--- config.mk ---
export PLATFORM = sky130hd
export DESIGN_NAME = rand_range_gen
export DESIGN_NICKNAME = d
export VERILOG_FILES = /design/src/rtl/rng_pkg.sv /design/src/rtl/lfsr_core.sv /design/src/rtl/rand_range_gen.sv
export SDC_FILE = /design/constraint.sdc
export NUM_CORES = 1
export LEC_CHECK = 0
export CELL_PAD_IN_SITES_DETAIL_PLACEMENT = 1
export CELL_PAD_IN_SITES_GLOBAL_PLACEMENT = 1
export CORE_MARGIN = 4
export CORE_UTILIZATION = 35
export DETAILED_ROUTE_END_ITERATION = 12
export PLACE_DENSITY_LB_ADDON = 0.1
export SLEW_MARGIN = 20
export SYNTH_ARGS = -nofsm -noshare
export SYNTH_HDL_FRONTEND = slang
export SYNTH_SLANG_ARGS = --single-unit
--- constraint.sdc ---
create_clock -name Clock -period 3.57 [get_ports Clock]
set_clock_uncertainty 0.15 [all_clocks]
set_input_delay 0.357 -clock Clock [delete_from_list [all_inputs] [get_ports Clock]]
set_output_delay 0.357 -clock Clock [all_outputs]
set_load 0.02 [all_outputs]
--- src/rtl/rng_pkg.sv ---
// Shared types and constants for the range-limited random source.
package rng_pkg;

  typedef enum logic [1:0] {
    IDLE,
    MASK,
    DRAW
  } rng_state_t;

  localparam logic [15:0] RNG_DEFAULT_TAPS16 = 16'hB400;
  localparam logic [15:0] RNG_DEFAULT_SEED16 = 16'hACE1;

  // Smear the top set bit downward: smallest all-ones value >= span.
  function automatic logic [31:0] msb_fill(input logic [31:0] span);
    logic [31:0] m;
    m = span;
    m = m | (m >> 1);
    m = m | (m >> 2);
    m = m | (m >> 4);
    m = m | (m >> 8);
    m = m | (m >> 16);
    return m;
  endfunction

endpackage

--- src/rtl/lfsr_core.sv ---
// Fibonacci LFSR with seed load; zero seeds map to SEED so the
// register can never lock up at all-zeros.
module lfsr_core
  import rng_pkg::*;
#(
  parameter int WIDTH = 16,
  parameter logic [WIDTH-1:0] TAPS = WIDTH'(RNG_DEFAULT_TAPS16),
  parameter logic [WIDTH-1:0] SEED = WIDTH'(RNG_DEFAULT_SEED16)
) (
  input  logic             Clock,
  input  logic             Reset,
  input  logic             advance,
  input  logic             load,
  input  logic [WIDTH-1:0] load_value,
  output logic [WIDTH-1:0] q
);

  always_ff @(posedge Clock) begin
    if (Reset) begin
      q <= SEED;
    end else if (load) begin
      q <= (load_value == '0) ? SEED : load_value;
    end else if (advance) begin
      q <= {q[WIDTH-2:0], ^(q & TAPS)};
    end
  end

endmodule

--- src/rtl/rand_range_gen.sv ---
// Uniform draw in [Lo, Hi] by mask-and-reject over an LFSR.
// Define RNG_REJECT_COUNT_EN to build the saturating RejectCount counter.
module rand_range_gen
  import rng_pkg::*;
#(
  parameter int WIDTH = 16,
  parameter int OUT_W = 9,
  parameter logic [WIDTH-1:0] TAPS = WIDTH'(RNG_DEFAULT_TAPS16),
  parameter logic [WIDTH-1:0] SEED = WIDTH'(RNG_DEFAULT_SEED16),
  parameter int MAX_RETRY = 4
) (
  input  logic             Clock,
  input  logic             Reset,
  input  logic             Enable,
  input  logic             SeedLoad,
  input  logic [WIDTH-1:0] SeedIn,
  input  logic             Req,
  input  logic [OUT_W-1:0] Lo,
  input  logic [OUT_W-1:0] Hi,
  output logic             Busy,
  output logic             Valid,
  output logic [OUT_W-1:0] Value,
  output logic             Err,
  output logic [WIDTH-1:0] State,
  output logic [15:0]      RejectCount
);

  localparam int RW = (MAX_RETRY < 1) ? 1 : $clog2(MAX_RETRY + 1);
  localparam logic [RW-1:0] MAX_R = RW'(MAX_RETRY);

  rng_state_t state, nxt;

  logic [OUT_W-1:0] lo_q;
  logic [OUT_W-1:0] span_q;
  logic [OUT_W-1:0] mask_q;
  logic [RW-1:0]    retries;
  logic [WIDTH-1:0] q;
  logic [OUT_W-1:0] cand;
  logic [OUT_W-1:0] res;
  logic             take;
  logic             bad;
  logic             done;
  logic             reject;

  lfsr_core #(
    .WIDTH(WIDTH),
    .TAPS (TAPS),
    .SEED (SEED)
  ) u_lfsr (
    .Clock     (Clock),
    .Reset     (Reset),
    .advance   ((state != IDLE) || Enable),
    .load      (SeedLoad),
    .load_value(SeedIn),
    .q         (q)
  );

  assign cand  = q[OUT_W-1:0] & mask_q;
  assign Busy  = (state != IDLE);
  assign State = q;

  always_comb begin
    nxt    = state;
    take   = 1'b0;
    bad    = 1'b0;
    done   = 1'b0;
    reject = 1'b0;
    res    = '0;
    case (state)
      IDLE: begin
        if (Req) begin
          if (Lo > Hi) begin
            bad = 1'b1;
          end else begin
            take = 1'b1;
            nxt  = MASK;
          end
        end
      end
      MASK: nxt = DRAW;
      DRAW: begin
        if (cand <= span_q) begin
          done = 1'b1;
          res  = lo_q + cand;
          nxt  = IDLE;
        end else if (retries != MAX_R) begin
          reject = 1'b1;
        end else begin
          // cand < 2*(span+1), so folding it down stays in range
          done = 1'b1;
          res  = lo_q + (cand - span_q - OUT_W'(1));
          nxt  = IDLE;
        end
      end
      default: nxt = IDLE;
    endcase
  end

  always_ff @(posedge Clock) begin
    if (Reset) begin
      state   <= IDLE;
      Valid   <= 1'b0;
      Err     <= 1'b0;
      Value   <= '0;
      lo_q    <= '0;
      span_q  <= '0;
      mask_q  <= '0;
      retries <= '0;
    end else begin
      state <= nxt;
      Valid <= done | bad;
      if (bad) begin
        Value <= Lo;
        Err   <= 1'b1;
      end else if (done) begin
        Value <= res;
        Err   <= 1'b0;
      end
      if (take) begin
        lo_q    <= Lo;
        span_q  <= Hi - Lo;
        retries <= '0;
      end else if (reject) begin
        retries <= retries + RW'(1);
      end
      if (state == MASK) begin
        mask_q <= OUT_W'(msb_fill(32'(span_q)));
      end
    end
  end

`ifdef RNG_REJECT_COUNT_EN
  logic [15:0] rej_cnt;

  always_ff @(posedge Clock) begin
    if (Reset) begin
      rej_cnt <= '0;
    end else if (reject && (rej_cnt != 16'hFFFF)) begin
      rej_cnt <= rej_cnt + 16'd1;
    end
  end

  assign RejectCount = rej_cnt;
`else
  assign RejectCount = '0;
`endif

endmodule
==> impl_metrics.env <==
export IMPL_synth_largest_area_cell="dfxtp_1"
export IMPL_hpwl_mm=10.60
export IMPL_grt_antenna_before_repair=0
export IMPL_globalplace_congestion=0.8004
export IMPL_io_buffers=66
export IMPL_grt_pass1_vias=4083
export IMPL_p_per_area_nw_per_um2=447.2
export IMPL_dieHeight_um=118.4
export IMPL_routed_via_density=5.248
export IMPL_grt_overflow_total=0
export IMPL_fin_util_pct=44.68
export IMPL_ir_worst_vdd_mv=0.2546
export IMPL_synth_edf_count=0
export IMPL_run_status="complete, no violations"
export IMPL_synth_compound_area_share_pct=15.63
export IMPL_crit_arrival_ps=3300
export IMPL_synth_avg_cell_area_um2=8.465
export IMPL_relSlewSlack_pct=33.35
export IMPL_rsz0062_at_grt="no"
export IMPL_fin_nets=654
export IMPL_crit_fanout=6
export IMPL_core_area_um2=11960
export IMPL_htreeDepth=3
export IMPL_yosysSeqAreaShare_pct=27.68
export IMPL_whs_ps=318.4
export IMPL_synth_top_area_share_pct=27.68
export IMPL_synthCells=504
export IMPL_dieArea_um2=14020
export IMPL_cts_clk_slew_worst_paths_ps=60
export IMPL_io_pins=83
export IMPL_rows=40
export IMPL_drt_iter0_markers=102
export IMPL_initial_core_util_pct=35.67
export IMPL_insertion_delay_ps=330
export IMPL_fmax_mhz=308.3
export IMPL_synth_area_mux_share_pct=8.240
export IMPL_cts_tree="done"
export IMPL_post_drt_wl_per_cell_um=18.07
export IMPL_cts_hold_buffers=0
export IMPL_grt_pass1_wl_mm=21.51
export IMPL_clockBufferDepth=2
export IMPL_min_period_over_period_pct=90.85
export IMPL_drc=0
export IMPL_placed_cell_area_um2=5047
export IMPL_num_vias=3805
export IMPL_synthesis_area_um2=4267
export IMPL_worst_pin_slew_ps=997.7
export IMPL_first_pass_iters=4
export IMPL_syn_to_final_growth_pct=25.25
export IMPL_synth_warnings=0
export IMPL_ys_ff_latch=59
export IMPL_path_cells="and2_1 -> inv_2 -> fa_1 -> inv_1 -> ha_1 -> a21oi_1 -> o2111ai_1 -> o211ai_1 -> xnor2_1 -> a31oi_1 -> a211oi_1 -> a221o_1"
export IMPL_synth_xor_area_share_pct=5.953
export IMPL_cp_end_kind="flip-flop"
export IMPL_synth_top_family_by_area="simple AND/OR/NAND/NOR gates"
export IMPL_finalCriticalPeriod_ps=3243
export IMPL_startpoint_type="flip-flop"
export IMPL_cp_slowest_cell="fa_1"
export IMPL_finalPower_mw=2.390
export IMPL_synth_cell_types=63
export IMPL_p_leak_nw=2.219
export IMPL_cp_required_ps=3630
export IMPL_cp_slowest_stage_delay_ps=480
export IMPL_grt_max_degree=32
export IMPL_drv_cap=0
export IMPL_finalSetupViolCount=0
export IMPL_drtAntennaViolNets=0
export IMPL_clock_root_buffer="clkbuf_16"
export IMPL_track_usage_pct=19.37
export IMPL_fp_dieW_um=118.4
export IMPL_post_cts_resized=0
export IMPL_worstSetupPathType="reg2reg"
export IMPL_n_antenna_cell=0
export IMPL_cts_buffers_inserted=9
export IMPL_cts_sinks=59
export IMPL_ys_flop_type="dfxtp_1"
export IMPL_wirelength_mm=13.10
export IMPL_synthArstFlopShare_pct=0
export IMPL_yosys_top_cells_area="dfxtp_1 28%, ha_1 9.1%, mux2i_1 5.9%"
export IMPL_drive_above_1_share_pct=8.997
export IMPL_finalSetupTns_ps=0
export IMPL_drv_slew=0
export IMPL_final_hold_violation_count=0
export IMPL_synth_adder_area_share_pct=14.75
export IMPL_synth_simple_area_share_pct=17.89
export IMPL_post_cts_buffers=0
export IMPL_final_area_um2=5344
export IMPL_hold_class="reg2reg"
[cells by family after synthesis]
group / Yosys count
AND/OR/NAND/NOR: 157
AO/OA/AOI/OAI: 91
buffers and inverters: 89
flip-flops: 59
adder cells (fa/ha/maj): 44
multiplexers: 34
XOR/XNOR: 29
other: 1
[placed cells by master, fill, tap and decap left out, drive strengths merged, types with 11 or more instances in the layout]
cell type / n
conb: 16
inv: 55
clkdlybuf4s50: 65
mux2i: 25
clkbuf: 12
nor3: 16
xnor2: 20
fa: 11
dfxtp: 59
nand2: 26
nor2: 60
a21oi: 24
buf: 12
nand2b: 13
ha: 31
[synthesized netlist by cell type, types with 4 or more instances]
master / number
fa_1: 11
buf_4: 17
nor4_1: 8
a211oi_1: 9
nand4_1: 5
xnor2_1: 20
o211ai_1: 5
xor2_1: 9
clkbuf_1: 10
a21oi_1: 22
inv_1: 54
ha_1: 31
nand3_1: 7
a21o_1: 4
nor3_1: 15
nand2_1: 26
a221o_1: 7
dfxtp_1: 59
nor2b_1: 6
nor2_1: 60
o21ai_0: 8
a31oi_1: 4
mux2i_1: 25
mux2_2: 9
nand2b_1: 13
o22ai_1: 8
[where the power goes]
group / total [mW] / switching, mW / internal, mW
clock network: 0.870 / 0.312 / 0.558
logic: 0.753 / 0.410 / 0.343
registers: 0.767 / 0.0570 / 0.710
[critical path: cells and delay by family (launching register included)]
family	cells	cell delay [ps]
AOI/OAI and AO/OA	6	1200
xor gates and xnor gates	1	120
adders and majority gates	2	770
buffers and inverters	2	150
DFF	1	460
and+or+nand+nor	1	300
[worst paths after layout]
kind                            slack (ps)  cells after the start                      to                      from
worst min register to register         320                      2  mask_q[8]$_SDFFE_PP0N_    mask_q[8]$_SDFFE_PP0N_
worst min-delay path                   320                      2  mask_q[8]$_SDFFE_PP0N_    mask_q[8]$_SDFFE_PP0N_
worst max-delay path                   330                     12   Value[8]$_SDFFE_PP0P_  u_lfsr.q[2]$_SDFFE_PP0P_
worst max register to register         330                     12   Value[8]$_SDFFE_PP0P_  u_lfsr.q[2]$_SDFFE_PP0P_
[flip-flops by register name, indices dropped and copies added (netlist names)]
name,flops
mask_q,9
retries,3
Valid,1
lo_q,9
span_q,9
Value,9
u_lfsr.q,16
state,2
Err,1
[per-layer routing]
layer  wire length (µm)  track usage (%)  vias to the layer above  part of all wire [%]
li1                   -                -                     1860                     -
met1               5860            23.20                     1844                    45
met2               6446            34.19                       79                    49
met3                441            4.211                       22                   3.4
met4                355            6.662                        0                   2.7
met5                  0                0                        -                     0
[stage by stage]
stage / std cells / worst slack [ps]
final: 725 / 326.8
after global routing: 725 / 96.15
after CTS: 725 / 333.8
after detailed placement: 709 / 341.6
after global placement: 709 / 416.8
after floorplan: 519 / 517.9
[layout make-up]
type	instances	area [µm²]
flip-flops and latches	59	1181
repair buffers	77	750.7
well taps	147	183.9
multi-input cells	371	2725
clock buffers	12	246.5
fillers	1384	6618
clock inverters	4	50.05
inverters	55	206.4
(Power assumes the default switching activity.)
